### config.mk
export PLATFORM = sky130hd
export DESIGN_NAME = bluetile_client_arbiter
export DESIGN_NICKNAME = d
export VERILOG_FILES = /design/src/rtl/bt_arb_pkg.sv /design/src/rtl/bt_arb_order_fifo.sv /design/src/rtl/bluetile_client_arbiter.sv
export SDC_FILE = /design/constraint.sdc
export NUM_CORES = 1
export LEC_CHECK = 0
export BUFFER_PORTS_ARGS = -buffer_cell sky130_fd_sc_hd__buf_2
export CORE_AREA = 2 2 134 136
export CTS_CLUSTER_DIAMETER = 120
export CTS_CLUSTER_SIZE = 30
export DETAILED_ROUTE_END_ITERATION = 10
export DIE_AREA = 0 0 136 138
export PLACE_DENSITY_LB_ADDON = 0.3
export SLEW_MARGIN = 5
export SYNTH_ARGS = -nofsm -noshare
export SYNTH_HDL_FRONTEND = slang
export SYNTH_SLANG_ARGS = --single-unit
### constraint.sdc
create_clock -name CLK -period 3.8 [get_ports CLK]
set_input_delay 0.95 -clock CLK [delete_from_list [all_inputs] [get_ports CLK]]
set_output_delay 0.95 -clock CLK [all_outputs]
set_load 0.03 [all_outputs]
### src/rtl/bt_arb_pkg.sv
// bt_arb_pkg: shared widths, header field location and FSM state types for
// the bluetile client arbiter.
package bt_arb_pkg;

  localparam int BT_WORD_W  = 32;
  localparam int BT_LEN_LSB = 0;
  localparam int BT_LEN_W   = 8;

  typedef enum logic {REQ_IDLE, REQ_BUSY} req_state_t;
  typedef enum logic {RSP_IDLE, RSP_BUSY} rsp_state_t;

  // One word on a valid/accept style channel
  typedef struct packed {
    logic                 vld;
    logic [BT_WORD_W-1:0] word;
  } bt_beat_t;

  // Payload length carried in a packet header word
  function automatic logic [BT_LEN_W-1:0] bt_hdr_len(input logic [BT_WORD_W-1:0] hdr);
    return hdr[BT_LEN_LSB +: BT_LEN_W];
  endfunction

endpackage

### src/rtl/bt_arb_order_fifo.sv
// bt_arb_order_fifo: small synchronous FIFO holding the client index of each
// request packet sent upstream, so responses can be routed back in order.
// DEPTH must be a power of 2; pointers wrap naturally.
module bt_arb_order_fifo
#(
  parameter int CW    = 2,
  parameter int DEPTH = 8
) (
  input  logic          clk,
  input  logic          rst,
  input  logic          push,
  input  logic [CW-1:0] push_data,
  input  logic          pop,
  output logic [CW-1:0] head,
  output logic          full,
  output logic          empty
);
  localparam int AW = (DEPTH > 1) ? $clog2(DEPTH) : 1;
  localparam logic [AW:0] FULL_CNT = (AW+1)'(DEPTH);

  logic [CW-1:0] mem [DEPTH];
  logic [AW-1:0] wr_ptr, rd_ptr;
  logic [AW:0]   count;
  logic          do_push, do_pop;

  assign full    = (count == FULL_CNT);
  assign empty   = (count == '0);
  assign do_push = push && !full;
  assign do_pop  = pop && !empty;
  assign head    = mem[rd_ptr];

  // Pointer and occupancy tracking; simultaneous push/pop leaves count unchanged
  always_ff @(posedge clk or posedge rst) begin
    if (rst) begin
      wr_ptr <= '0;
      rd_ptr <= '0;
      count  <= '0;
    end else begin
      if (do_push) wr_ptr <= wr_ptr + 1'b1;
      if (do_pop)  rd_ptr <= rd_ptr + 1'b1;
      if (do_push && !do_pop)      count <= count + 1'b1;
      else if (do_pop && !do_push) count <= count - 1'b1;
    end
  end

  // Storage array; contents need no reset since empty gates every read
  always_ff @(posedge clk) begin
    if (do_push) mem[wr_ptr] <= push_data;
  end

endmodule

### src/rtl/bluetile_client_arbiter.sv
// bluetile_client_arbiter: shares one bluetile client port among NUM_CLIENTS
// GPIO processors. Request packets are granted whole, one client at a time;
// responses return in request order and are steered by an order FIFO.
// Config macro BT_ARB_FIXED_PRIO_EN: when defined the lowest-index valid
// client always wins; otherwise round-robin from the client after the last
// one served.
module bluetile_client_arbiter
  import bt_arb_pkg::*;
#(
  parameter int NUM_CLIENTS = 4,
  parameter int ORDER_DEPTH = 8
) (
  input  logic                             CLK,
  input  logic                             RST,
  input  logic [BT_WORD_W*NUM_CLIENTS-1:0] cli_req_DOUT,
  input  logic [NUM_CLIENTS-1:0]           cli_req_valid,
  output logic [NUM_CLIENTS-1:0]           cli_req_accept,
  output logic [BT_WORD_W*NUM_CLIENTS-1:0] cli_rsp_DIN,
  input  logic [NUM_CLIENTS-1:0]           cli_rsp_canaccept,
  output logic [NUM_CLIENTS-1:0]           cli_rsp_commit,
  output logic [BT_WORD_W-1:0]             net_req_DOUT,
  output logic                             net_req_valid,
  input  logic                             net_req_accept,
  input  logic [BT_WORD_W-1:0]             net_rsp_DIN,
  output logic                             net_rsp_canaccept,
  input  logic                             net_rsp_commit
);
  localparam int CW = (NUM_CLIENTS > 1) ? $clog2(NUM_CLIENTS) : 1;
  typedef logic [BT_LEN_W-1:0] cnt_t;

  logic [NUM_CLIENTS-1:0][BT_WORD_W-1:0] req_word;
  assign req_word = cli_req_DOUT;

  // request side
  req_state_t    req_state, req_state_nx;
  logic [CW-1:0] grant, grant_nx, pick;
  logic          pick_ok, grant_go;
  logic          req_hdr;   // next word from the granted client is a header
  cnt_t          req_rem, req_len;
  logic          req_xfer, req_last;
  bt_beat_t      req_beat;

  // response side
  rsp_state_t    rsp_state, rsp_state_nx;
  cnt_t          rsp_rem, rsp_len;
  logic          rsp_xfer, rsp_last;

  // order FIFO
  logic [CW-1:0] head;
  logic          fifo_full, fifo_empty;

`ifdef BT_ARB_FIXED_PRIO_EN
  // Fixed priority: lowest valid index wins, no rotation state needed
  always_comb begin
    pick    = '0;
    pick_ok = 1'b0;
    for (int k = NUM_CLIENTS-1; k >= 0; k--) begin
      if (cli_req_valid[k]) begin
        pick    = CW'(k);
        pick_ok = 1'b1;
      end
    end
  end
`else
  logic [CW-1:0] ptr;

  // Round-robin: first valid client at or after ptr (descending scan so the
  // closest one to ptr is written last)
  always_comb begin
    pick    = '0;
    pick_ok = 1'b0;
    for (int k = NUM_CLIENTS-1; k >= 0; k--) begin
      if (cli_req_valid[(int'(ptr) + k) % NUM_CLIENTS]) begin
        pick    = CW'((int'(ptr) + k) % NUM_CLIENTS);
        pick_ok = 1'b1;
      end
    end
  end

  // Rotation pointer moves past the client whose packet just finished
  always_ff @(posedge CLK or posedge RST) begin
    if (RST)
      ptr <= '0;
    else if (req_last)
      ptr <= (grant == CW'(NUM_CLIENTS-1)) ? '0 : grant + 1'b1;
  end
`endif

  // Request FSM next state and upstream mux; a grant is only taken in IDLE,
  // which also forces one idle cycle between packets
  always_comb begin
    req_state_nx = req_state;
    grant_nx     = grant;
    grant_go     = 1'b0;
    req_beat     = '0;
    if (req_state == REQ_BUSY) begin
      req_beat.vld  = cli_req_valid[grant];
      req_beat.word = req_word[grant];
    end
    req_xfer = req_beat.vld && net_req_accept;
    req_len  = bt_hdr_len(req_beat.word);
    req_last = req_xfer && (req_hdr ? (req_len == '0) : (req_rem == cnt_t'(1)));
    case (req_state)
      REQ_IDLE: begin
        if (pick_ok && !fifo_full) begin
          req_state_nx = REQ_BUSY;
          grant_nx     = pick;
          grant_go     = 1'b1;
        end
      end
      REQ_BUSY: if (req_last) req_state_nx = REQ_IDLE;
      default:  req_state_nx = REQ_IDLE;
    endcase
  end

  // Request FSM state, grant register and payload word counter
  always_ff @(posedge CLK or posedge RST) begin
    if (RST) begin
      req_state <= REQ_IDLE;
      grant     <= '0;
      req_hdr   <= 1'b0;
      req_rem   <= '0;
    end else begin
      req_state <= req_state_nx;
      grant     <= grant_nx;
      if (grant_go) begin
        req_hdr <= 1'b1;
      end else if (req_xfer) begin
        req_hdr <= 1'b0;
        req_rem <= req_hdr ? req_len : req_rem - cnt_t'(1);
      end
    end
  end

  assign net_req_valid = req_beat.vld;
  assign net_req_DOUT  = req_beat.word;

  bt_arb_order_fifo #(
    .CW    (CW),
    .DEPTH (ORDER_DEPTH)
  ) u_order_fifo (
    .clk       (CLK),
    .rst       (RST),
    .push      (req_xfer && req_hdr),
    .push_data (grant),
    .pop       (rsp_last),
    .head      (head),
    .full      (fifo_full),
    .empty     (fifo_empty)
  );

  // Response FSM: back-pressure from the head client passes straight through,
  // and nothing is accepted with no outstanding request
  always_comb begin
    rsp_state_nx      = rsp_state;
    net_rsp_canaccept = !fifo_empty && cli_rsp_canaccept[head];
    rsp_xfer          = net_rsp_canaccept && net_rsp_commit;
    rsp_len           = bt_hdr_len(net_rsp_DIN);
    rsp_last          = rsp_xfer &&
                        ((rsp_state == RSP_IDLE) ? (rsp_len == '0) : (rsp_rem == cnt_t'(1)));
    case (rsp_state)
      RSP_IDLE: if (rsp_xfer && !rsp_last) rsp_state_nx = RSP_BUSY;
      RSP_BUSY: if (rsp_last) rsp_state_nx = RSP_IDLE;
      default:  rsp_state_nx = RSP_IDLE;
    endcase
  end

  // Response FSM state and remaining payload count
  always_ff @(posedge CLK or posedge RST) begin
    if (RST) begin
      rsp_state <= RSP_IDLE;
      rsp_rem   <= '0;
    end else begin
      rsp_state <= rsp_state_nx;
      if (rsp_xfer)
        rsp_rem <= (rsp_state == RSP_IDLE) ? rsp_len : rsp_rem - cnt_t'(1);
    end
  end

  // Per-client lanes: accept/commit decode and response broadcast
  for (genvar i = 0; i < NUM_CLIENTS; i++) begin : g_lane
    assign cli_req_accept[i]                      = req_xfer && (grant == CW'(i));
    assign cli_rsp_commit[i]                      = rsp_xfer && (head == CW'(i));
    assign cli_rsp_DIN[BT_WORD_W*i +: BT_WORD_W]  = net_rsp_DIN;
  end

endmodule

==> results of run 1 <==
per-layer routing:
metal / wire length [um] / share of wire, % / vias to the layer above
li1: - / - / 1764
met1: 4640 / 35 / 1777
met2: 7240 / 55 / 192
met4: 230 / 1.8 / 0
met3: 1000 / 7.6 / 14
met5: 0 / 0 / -
worst max-delay path: stages (launching register included):
cell and delay [ns]:
dfrtp_1 0.55, mux2i_1 0.12, mux4_2 0.55, mux2i_1 0.16, mux2i_1 0.20, buf_4 0.25
nor2b_1 0.14, buf_2 0.20
power groups by stage:
stage | clock network, mW | logic (mW) | registers (mW)
after global placement | 0 | 2.08 | 0.863
after floorplan | 0 | 1.77 | 0.774
final | 0.511 | 2.08 | 0.861
after detailed placement | 0 | 2.12 | 0.874
after global routing | 0.553 | 2.25 | 0.891
after CTS | 0.525 | 2.12 | 0.863
path summary, 6_finish.rpt:
| check | to | slack [ns] | depth (start not counted) |
|---|---|---|---|
| worst max-delay path | net_rsp_canaccept | 0.39 | 7 |
| worst min-delay path | u_order_fifo.count[3]$_DFFE_PP0P_ | 0.50 | 1 |
| worst max register to register | u_order_fifo.count[3]$_DFFE_PP0P_ | 0.54 | 13 |
| worst min register to register | u_order_fifo.count[3]$_DFFE_PP0P_ | 0.50 | 1 |
| max in group asynchronous | grant[1]$_DFFE_PP0P_ | 2.22 | 3 |
| min in group asynchronous | rsp_rem[1]$_DFFE_PP0P_ | 0.83 | 2 |
sequential cells by signal, indices dropped and copies added (netlist names), named ones only:
register,count
grant,2
u_order_fifo.mem,16
u_order_fifo.count,4
u_order_fifo.rd_ptr,3
req_rem,8
req_hdr,1
u_order_fifo.wr_ptr,3
rsp_rem,8
req_state,1
ptr,2
synthesized netlist by cell type, drive strengths merged (13+ instances only):
cell      n
buf     136
mux4     36
and2     34
dfrtp    33
nor2     21
inv      18
a21oi    16
edfxtp   16
nor3     16
clkbuf   14
o21ai    14
ha       13
nand2    13
per-stage QoR:
stage	cells	power (mW)	utilization (%)	hold WS, ns	setup slack (ns)
2_1_floorplan	479	2.55	-	0.455	0.0430
4_1_cts	800	3.51	30.5	0.493	0.368
5_1_grt	802	3.69	30.6	0.528	0.205
6_report	802	3.46	30.6	0.496	0.388
3_3_place_gp	792	2.95	29.6	0.482	0.446
3_5_place_dp	792	2.99	29.6	0.483	0.383
logic make-up (layout without fill, tap and decap cells):
kind of cell    Yosys count  after routing  share of synthesized area (%)
other cells               0              2                              0
simple gates            133            133                           15.4
mux                      52             52                           20.7
compound gates           54             54                           7.35
xor+xnor                  8              8                           1.48
buf+inv                 169            261                           23.7
flops                    49             49                           27.5
fa+ha+maj                14             14                           3.85
cell type report:
class / instances / area, sq um / share of cell area [%]
Multi-Input combinational cell: 261 / 2320 / 43.2
Sequential cell: 49 / 1310 / 24.4
Timing Repair Buffer: 234 / 1200 / 22.5
Tap cell: 229 / 287 / 5.34
Clock buffer: 5 / 125 / 2.33
Inverter: 19 / 71.3 / 1.33
Clock inverter: 3 / 45.0 / 0.840
Antenna cell: 2 / 5.00 / 0.0933
==> out/metrics.yaml, run 1 <==
fillers: 1905
fp-row-count: 49
synth.top_cells.by_area: "buf_4, dfrtp_1, mux4_2, edfxtp_1, and2_1"
fin_nets: 756
cts_root_buf: "clkbuf_16"
p_leak_nw: 2.39
max_cap_violations: 0
post_dp_cell_area_sq_mm: 0.00519
setup_tns_ns: 0
outcome: "complete, no violations"
ys_seq_area_share_pct: 27.5
grt_max_degree: 22
antenna_found_initial: 2
clkTransAtPathRegs_ns: 0.07
ys_warn_count: 0
syn_area_per_cell_sq_um: 9.91
slew-limit-headroom_pct: 42.5
cp.arrival_ns: 2.46
cts_resized: 0
tightest_slew_ns: 0.862
gp_congestion: 0.892
worstHoldPathType: "flip-flop to flip-flop"
async_reset_ff_share_pct: 67.3
crit_path_start: "u_order_fifo.rd_ptr[0]$_DFFE_PP0P_"
worstPathRequired_ns: 2.85
finalCriticalPeriod_ns: 3.41
synthFlopType: "dfrtp_1"
startpoint_type: "flip-flop"
grt_pass1_wl_mm: 20.5
grt_util_met1_pct: 14.6
setup.worst_path.end_class: "output pin"
cts.path.max_buffers: 2
swShare_pct: 46.2
wl_per_cell_um: 16.4
seq_power_share_pct: 24.9
peakVddDrop_mv: 0.294
vias: 3747
holdCritStartpoint: "u_order_fifo.count[3]$_DFFE_PP0P_"
synth_edf_count: 16
drt-pass1-iter-count: 4
start_util_pct: 27.1
setup_viol: 0
tritoncts.num_buffers: 5
clk_latency_ns: 0.29
via_per_inst: 4.67
fmax_mhz: 293
combinationalPowerShare_pct: 60.3
rr_startpoint: "u_order_fifo.rd_ptr[0]$_DFFE_PP0P_"
first_iter_violations: 131
postRouteAntennaNets: 0
synth.largest_area_cell: "buf_4"
post-route-period-util_pct: 89.8
grt_setup_unrepaired: "false"
synth_top_area_share_pct: 20.2
slew_viol_final: 0
power.density_mw_per_mm2: 645
hold_violations: 0
post_cts_buffers: 0
ys_seq_elements: 49
htreeDepth: 2
design.core.area_sq_mm: 0.0175
io_pins: 342
top_usage_layer: "met2"
layout_common_cells: "buf_2, mux4_2, and2_1"
p_switching_mw: 1.60
first_global_vias: 3900
synth_nets: 665
drc: 0
port_buffers: 221
synthToLayoutAreaGrowth_pct: 12.9
synth_cell_type_count: 47
critPathMaxFanout: 17
worst_clock_skew_ns: 0.00698
routed_wl_mm: 13.1
ctsHoldBuffers: 0
use_met3_pct: 3.78
die_area_sq_mm: 0.0188
intPower_mw: 1.86
clockPowerShare_pct: 14.8
final_common_cell: "buf_2"
overflow: 0
grtUsageMet2_pct: 26.1
die_h_um: 138
post_route_cells_drive_above_1_share_pct: 50.1
gr-usage-all-layers_pct: 13.8
die_x_um: 136
clock-sinks: 49
path_class: "flip-flop to output pin"
tritoncts: "yes"
dp_hpwl_mm: 11.1
syn_inst: 479
final_cell_area_sq_mm: 0.00536
synth.cell_area_sq_mm: 0.00475
Power figures use the tool's default switching activity.
==> inputs of run 2 (changes only) <==
--- a/config.mk
+++ b/config.mk
@@ -11,7 +11,7 @@
 export CTS_CLUSTER_SIZE = 30
 export DETAILED_ROUTE_END_ITERATION = 10
 export DIE_AREA = 0 0 136 138
-export PLACE_DENSITY_LB_ADDON = 0.3
+export PLACE_DENSITY = 0.7
 export SLEW_MARGIN = 5
 export SYNTH_ARGS = -nofsm -noshare
 export SYNTH_HDL_FRONTEND = slang
==> out/metrics.yaml, run 2 (synthesis results as in run 1) <==
max_cap_violations: 0
r2r_setup_slack_ns: 0.51
routed_wl_mm: 13.3
drc: 0
worst_clock_skew_ns: 0.00891
whs_ns: 0.504
die_area_sq_mm: 0.0188
power.density_mw_per_mm2: 634
largest-register: "u_order_fifo.mem"
outcome: "complete, no violations"
post_cts_buffers: 0
rr_startpoint: "u_order_fifo.rd_ptr[0]$_DFFE_PP0P_"
grt_util_met1_pct: 15.3
wl_per_cell_um: 16.6
worstPathRequired_ns: 2.85
synthToLayoutAreaGrowth_pct: 12.5
final_common_cell: "buf_2"
fin_nets: 755
worstHoldPathType: "flip-flop to flip-flop"
drt-pass1-iter-count: 4
post-place-cells: 791
final_cell_area_sq_mm: 0.00534
cp_slowest_cell: "dfrtp_1"
die_x_um: 136
port_buffers: 221
post_dp_cell_area_sq_mm: 0.00519
totalPowerFinal_mw: 3.39
dp_hpwl_mm: 11.0
first_iter_violations: 80
design.core.area_sq_mm: 0.0175
ctsHoldBuffers: 0
use_met3_pct: 4.18
tritoncts: "yes"
fillers: 1884
setup_viol: 0
layout_common_cells: "buf_2, mux4_2, and2_1"
startpoint_type: "flip-flop"
p_leak_nw: 2.37
crit_path_end: "net_rsp_canaccept"
setup.worst_path.end_class: "output pin"
post_route_cells_drive_above_1_share_pct: 49.8
finalCriticalPeriod_ns: 3.48
clkTransAtPathRegs_ns: 0.07
path_class: "flip-flop to output pin"
crit_family: "multiplexers"
top_usage_layer: "met2"
cts_root_buf: "clkbuf_16"
reg2reg_to: "u_order_fifo.count[3]$_DFFE_PP0P_"
worst-r2r-cell-count: 13
die_h_um: 138
first_global_vias: 3703
peakVddDrop_mv: 0.388
cts_resized: 0
grtUsageMet2_pct: 24.4
slew-limit-headroom_pct: 39.5
clk_latency_ns: 0.30
critPathMaxFanout: 17
tightest_slew_ns: 0.907
gp_congestion: 0.840
grt_max_degree: 26
fp-row-count: 49
crit_path_start: "u_order_fifo.rd_ptr[0]$_DFFE_PP0P_"
antenna_found_initial: 2
crit_chain: "mux2i_1 > mux4_2 > mux2i_1 > mux2i_1 > buf_4 > nor2b_1 > buf_2"
vias: 3757
overflow: 0
via_per_inst: 4.69
top_regs: "u_order_fifo.mem: 16 flops, req_rem: 8 flops, rsp_rem: 8 flops"
instances_no_fill: 801
io_pins: 342
slew_viol_final: 0
post-route-period-util_pct: 91.7
fmax_mhz: 287
largest_register_ffs: 16
start_util_pct: 27.1
path_buf_inv: 2
crit_top_cell: "mux2i_1"
setup_tns_ns: 0
grt_pass1_wl_mm: 20.0
htreeDepth: 2
cp.arrival_ns: 2.53
postRouteAntennaNets: 0
gr-usage-all-layers_pct: 13.8
clock-sinks: 49
hold_violations: 0
cp_num_cells: 7
slowest_delay_ns: 0.56
cts.path.max_buffers: 2
grt_setup_unrepaired: "false"
tritoncts.num_buffers: 5
[run 2: through the flow]
stage	util (%)	worst slack, ns
after floorplan	-	0.0430
after global placement	29.6	0.384
after detailed placement	29.6	0.328
after CTS	30.4	0.275
after global routing	30.5	0.147
final	30.5	0.316
[run 2: how the worst min path moves through the flow]
stage	endpoint	from	cells after the start
finish	u_order_fifo.count[3]$_DFFE_PP0P_	u_order_fifo.count[3]$_DFFE_PP0P_	1
global route	u_order_fifo.count[3]$_DFFE_PP0P_	u_order_fifo.count[3]$_DFFE_PP0P_	1
CTS	u_order_fifo.count[3]$_DFFE_PP0P_	u_order_fifo.count[3]$_DFFE_PP0P_	1
detailed placement	u_order_fifo.count[3]$_DFFE_PP0P_	u_order_fifo.count[3]$_DFFE_PP0P_	1
global placement	req_rem[6]$_DFFE_PP0P_	req_rem[6]$_DFFE_PP0P_	2
floorplan	u_order_fifo.count[3]$_DFFE_PP0P_	u_order_fifo.count[3]$_DFFE_PP0P_	1
[run 2: cell type report]
| type | instances | area, sq um | share of cell area [%] |
|---|---|---|---|
| antenna | 2 | 5.00 | 0.0937 |
| clock buffer | 5 | 125 | 2.34 |
| clock inverter | 3 | 20.0 | 0.375 |
| inverter | 19 | 71.3 | 1.34 |
| multi-input combinational | 261 | 2320 | 43.4 |
| sequential | 49 | 1310 | 24.5 |
| tap | 229 | 287 | 5.36 |
| timing repair buffer | 233 | 1210 | 22.6 |
[run 2: where the power goes]
group	internal [mW]	switching (mW)
sequential	0.674	0.194
combinational	0.873	1.19
clock	0.244	0.207
total	1.79	1.59
[run 2: worst register-to-register path, stage by stage (launching register included)]
cell and delay, ns:
dfrtp_1 0.56, mux2i_1 0.15, mux4_2 0.56, mux2i_1 0.18
mux2i_1 0.20, nand3_1 0.20, ha_1 0.29, inv_1 0.12
ha_1 0.24, a21o_1 0.18, a21oi_1 0.17, xnor2_1 0.14
nor2_1 0.07, xor2_1 0.14
[run 2: layer usage]
layer,up-vias,wire [um]
met5,-,0
met4,0,310
met3,17,1030
met2,197,7040
met1,1779,4910
li1,1764,-
==> inputs of run 3 (changes only) <==
==> constraint.sdc (replaced) <==
create_clock -name CLK -period 4.3 [get_ports CLK]
set_input_delay 1.075 -clock CLK [delete_from_list [all_inputs] [get_ports CLK]]
set_output_delay 1.075 -clock CLK [all_outputs]
set_load 0.03 [all_outputs]
==> out/metrics.yaml, run 3 (synthesis results as in run 1) <==
outcome: "complete, no violations"
fp-row-count: 49
routed_wl_mm: 13.2
setup_tns_ns: 0
rr_startpoint: "u_order_fifo.rd_ptr[1]$_DFFE_PP0P_"
worst_clock_skew_ns: 0.00575
tightest_slew_ns: 1.10
power.density_mw_per_mm2: 567
slowest_delay_ns: 0.53
die_area_sq_mm: 0.0188
combinationalPowerShare_pct: 58.5
p_switching_mw: 1.41
tritoncts: "yes"
dp_hpwl_mm: 10.9
startpoint_type: "flip-flop"
cp_slowest_cell: "mux4_2"
crit_top_cell: "mux2i_1"
cts_root_buf: "clkbuf_16"
post_cts_buffers: 0
finalCriticalPeriod_ns: 3.64
fmax_mhz: 275
reg2reg_to: "u_order_fifo.count[3]$_DFFE_PP0P_"
swShare_pct: 46.4
crit_family: "multiplexers"
p_leak_nw: 2.37
wl_per_cell_um: 16.4
layout_common_cells: "buf_2, mux4_2, and2_1"
drc: 0
first_global_vias: 3733
io_pins: 342
die_h_um: 138
hold_violations: 0
gp_congestion: 0.866
worstHoldPathType: "flip-flop to flip-flop"
clkTransAtPathRegs_ns: 0.07
slew-limit-headroom_pct: 26.4
setup.worst_path.end_class: "output pin"
intPower_mw: 1.63
max_cap_violations: 0
start_util_pct: 27.1
final_common_cell: "buf_2"
tritoncts.num_buffers: 5
whs_endpoint: "u_order_fifo.count[3]$_DFFE_PP0P_"
path_buf_inv: 2
fin_nets: 753
hold-path-cell-count: 1
postRouteAntennaNets: 0
largest-register: "u_order_fifo.mem"
critPathMaxFanout: 17
grt_setup_unrepaired: "false"
design.core.area_sq_mm: 0.0175
cts.path.max_buffers: 2
worst-r2r-cell-count: 12
r2r_setup_slack_ns: 0.94
post_route_cells_drive_above_1_share_pct: 49.6
cp.arrival_ns: 2.56
largest_register_ffs: 16
clockPowerShare_pct: 15.0
setup_viol: 0
ctsHoldBuffers: 0
clk_latency_ns: 0.29
worstPathRequired_ns: 3.22
crit_chain: "mux4_2 > mux2i_1 > mux2i_1 > buf_4 > nor2b_1 > buf_2"
utilization_pct: 30.5
drt-pass1-iter-count: 4
cts_resized: 0
antenna_found_initial: 6
port_buffers: 221
synthToLayoutAreaGrowth_pct: 12.7
grt_pass1_wl_mm: 19.8
top_regs: "u_order_fifo.mem: 16 flops, req_rem: 8 flops, rsp_rem: 8 flops"
overflow: 0
grt_max_degree: 29
seq_power_share_pct: 26.4
first_iter_violations: 148
slew_viol_final: 0
peakVddDrop_mv: 0.429
holdCritStartpoint: "u_order_fifo.count[3]$_DFFE_PP0P_"
die_x_um: 136
path_class: "flip-flop to output pin"
gr-usage-all-layers_pct: 13.6
htreeDepth: 2
via_per_inst: 4.78
post-route-period-util_pct: 84.6
clock-sinks: 49
vias: 3842
-- run 3: changes by cell type in the layout (fill, tap and decap cells not counted) --
cell and change:
inv_6 -1, buf_4 -1, inv_8 +1, clkinvlp_4 -1, buf_12 -1, diode_2 +5
bufinv_16 +1
-- run 3: worst max path at each step --
stage,startpoint,end,slack (ns),depth (start not counted)
after floorplan,cli_req_valid[2],u_order_fifo.count[3]$_DFFE_PP0P_,0.42,13
after global placement,cli_req_valid[0],u_order_fifo.count[3]$_DFFE_PP0P_,0.78,14
after detailed placement,cli_req_valid[0],u_order_fifo.count[3]$_DFFE_PP0P_,0.74,14
after CTS,u_order_fifo.rd_ptr[1]$_DFFE_PP0P_,net_rsp_canaccept,0.62,6
after global routing,u_order_fifo.rd_ptr[1]$_DFFE_PP0P_,net_rsp_canaccept,0.51,6
final,u_order_fifo.rd_ptr[1]$_DFFE_PP0P_,net_rsp_canaccept,0.66,6
-- run 3: power groups by stage --
| stage | Clock [mW] | Sequential (mW) | Combinational (mW) |
|---|---|---|---|
| 6_report | 0.456 | 0.802 | 1.77 |
| 5_1_grt | 0.487 | 0.827 | 1.91 |
| 4_1_cts | 0.470 | 0.804 | 1.80 |
| 3_5_place_dp | 0 | 0.814 | 1.80 |
| 3_3_place_gp | 0 | 0.807 | 1.77 |
| 2_1_floorplan | 0 | 0.684 | 1.57 |
-- run 3: stage by stage --
stage	std cells	area, sq um	setup WS, ns	total power [mW]	hold WS (ns)
2_1_floorplan	479	4750	0.418	2.25	0.455
3_3_place_gp	789	5160	0.784	2.58	0.482
3_5_place_dp	789	5160	0.743	2.61	0.491
4_1_cts	797	5330	0.622	3.07	0.501
5_1_grt	804	5350	0.506	3.22	0.524
6_report	804	5350	0.664	3.03	0.500
-- run 3: area by class of cell --
| class | instances | area, sq um |
|---|---|---|
| Clock buffer | 5 | 125 |
| Tap cell | 229 | 287 |
| Inverter | 19 | 71.3 |
| Sequential cell | 49 | 1310 |
| Clock inverter | 3 | 45.0 |
| Multi-Input combinational cell | 261 | 2320 |
| Fill cell | 1834 | 12200 |
| Antenna cell | 7 | 17.5 |
| Timing Repair Buffer | 231 | 1180 |
-- run 3: metal layers --
metal	global-route usage [%]	vias up	part of all wire, %
met1	15.4	1808	36
met4	6.69	0	3.5
met5	0	-	0
li1	-	1768	-
met2	23.8	245	52
met3	3.23	21	7.8
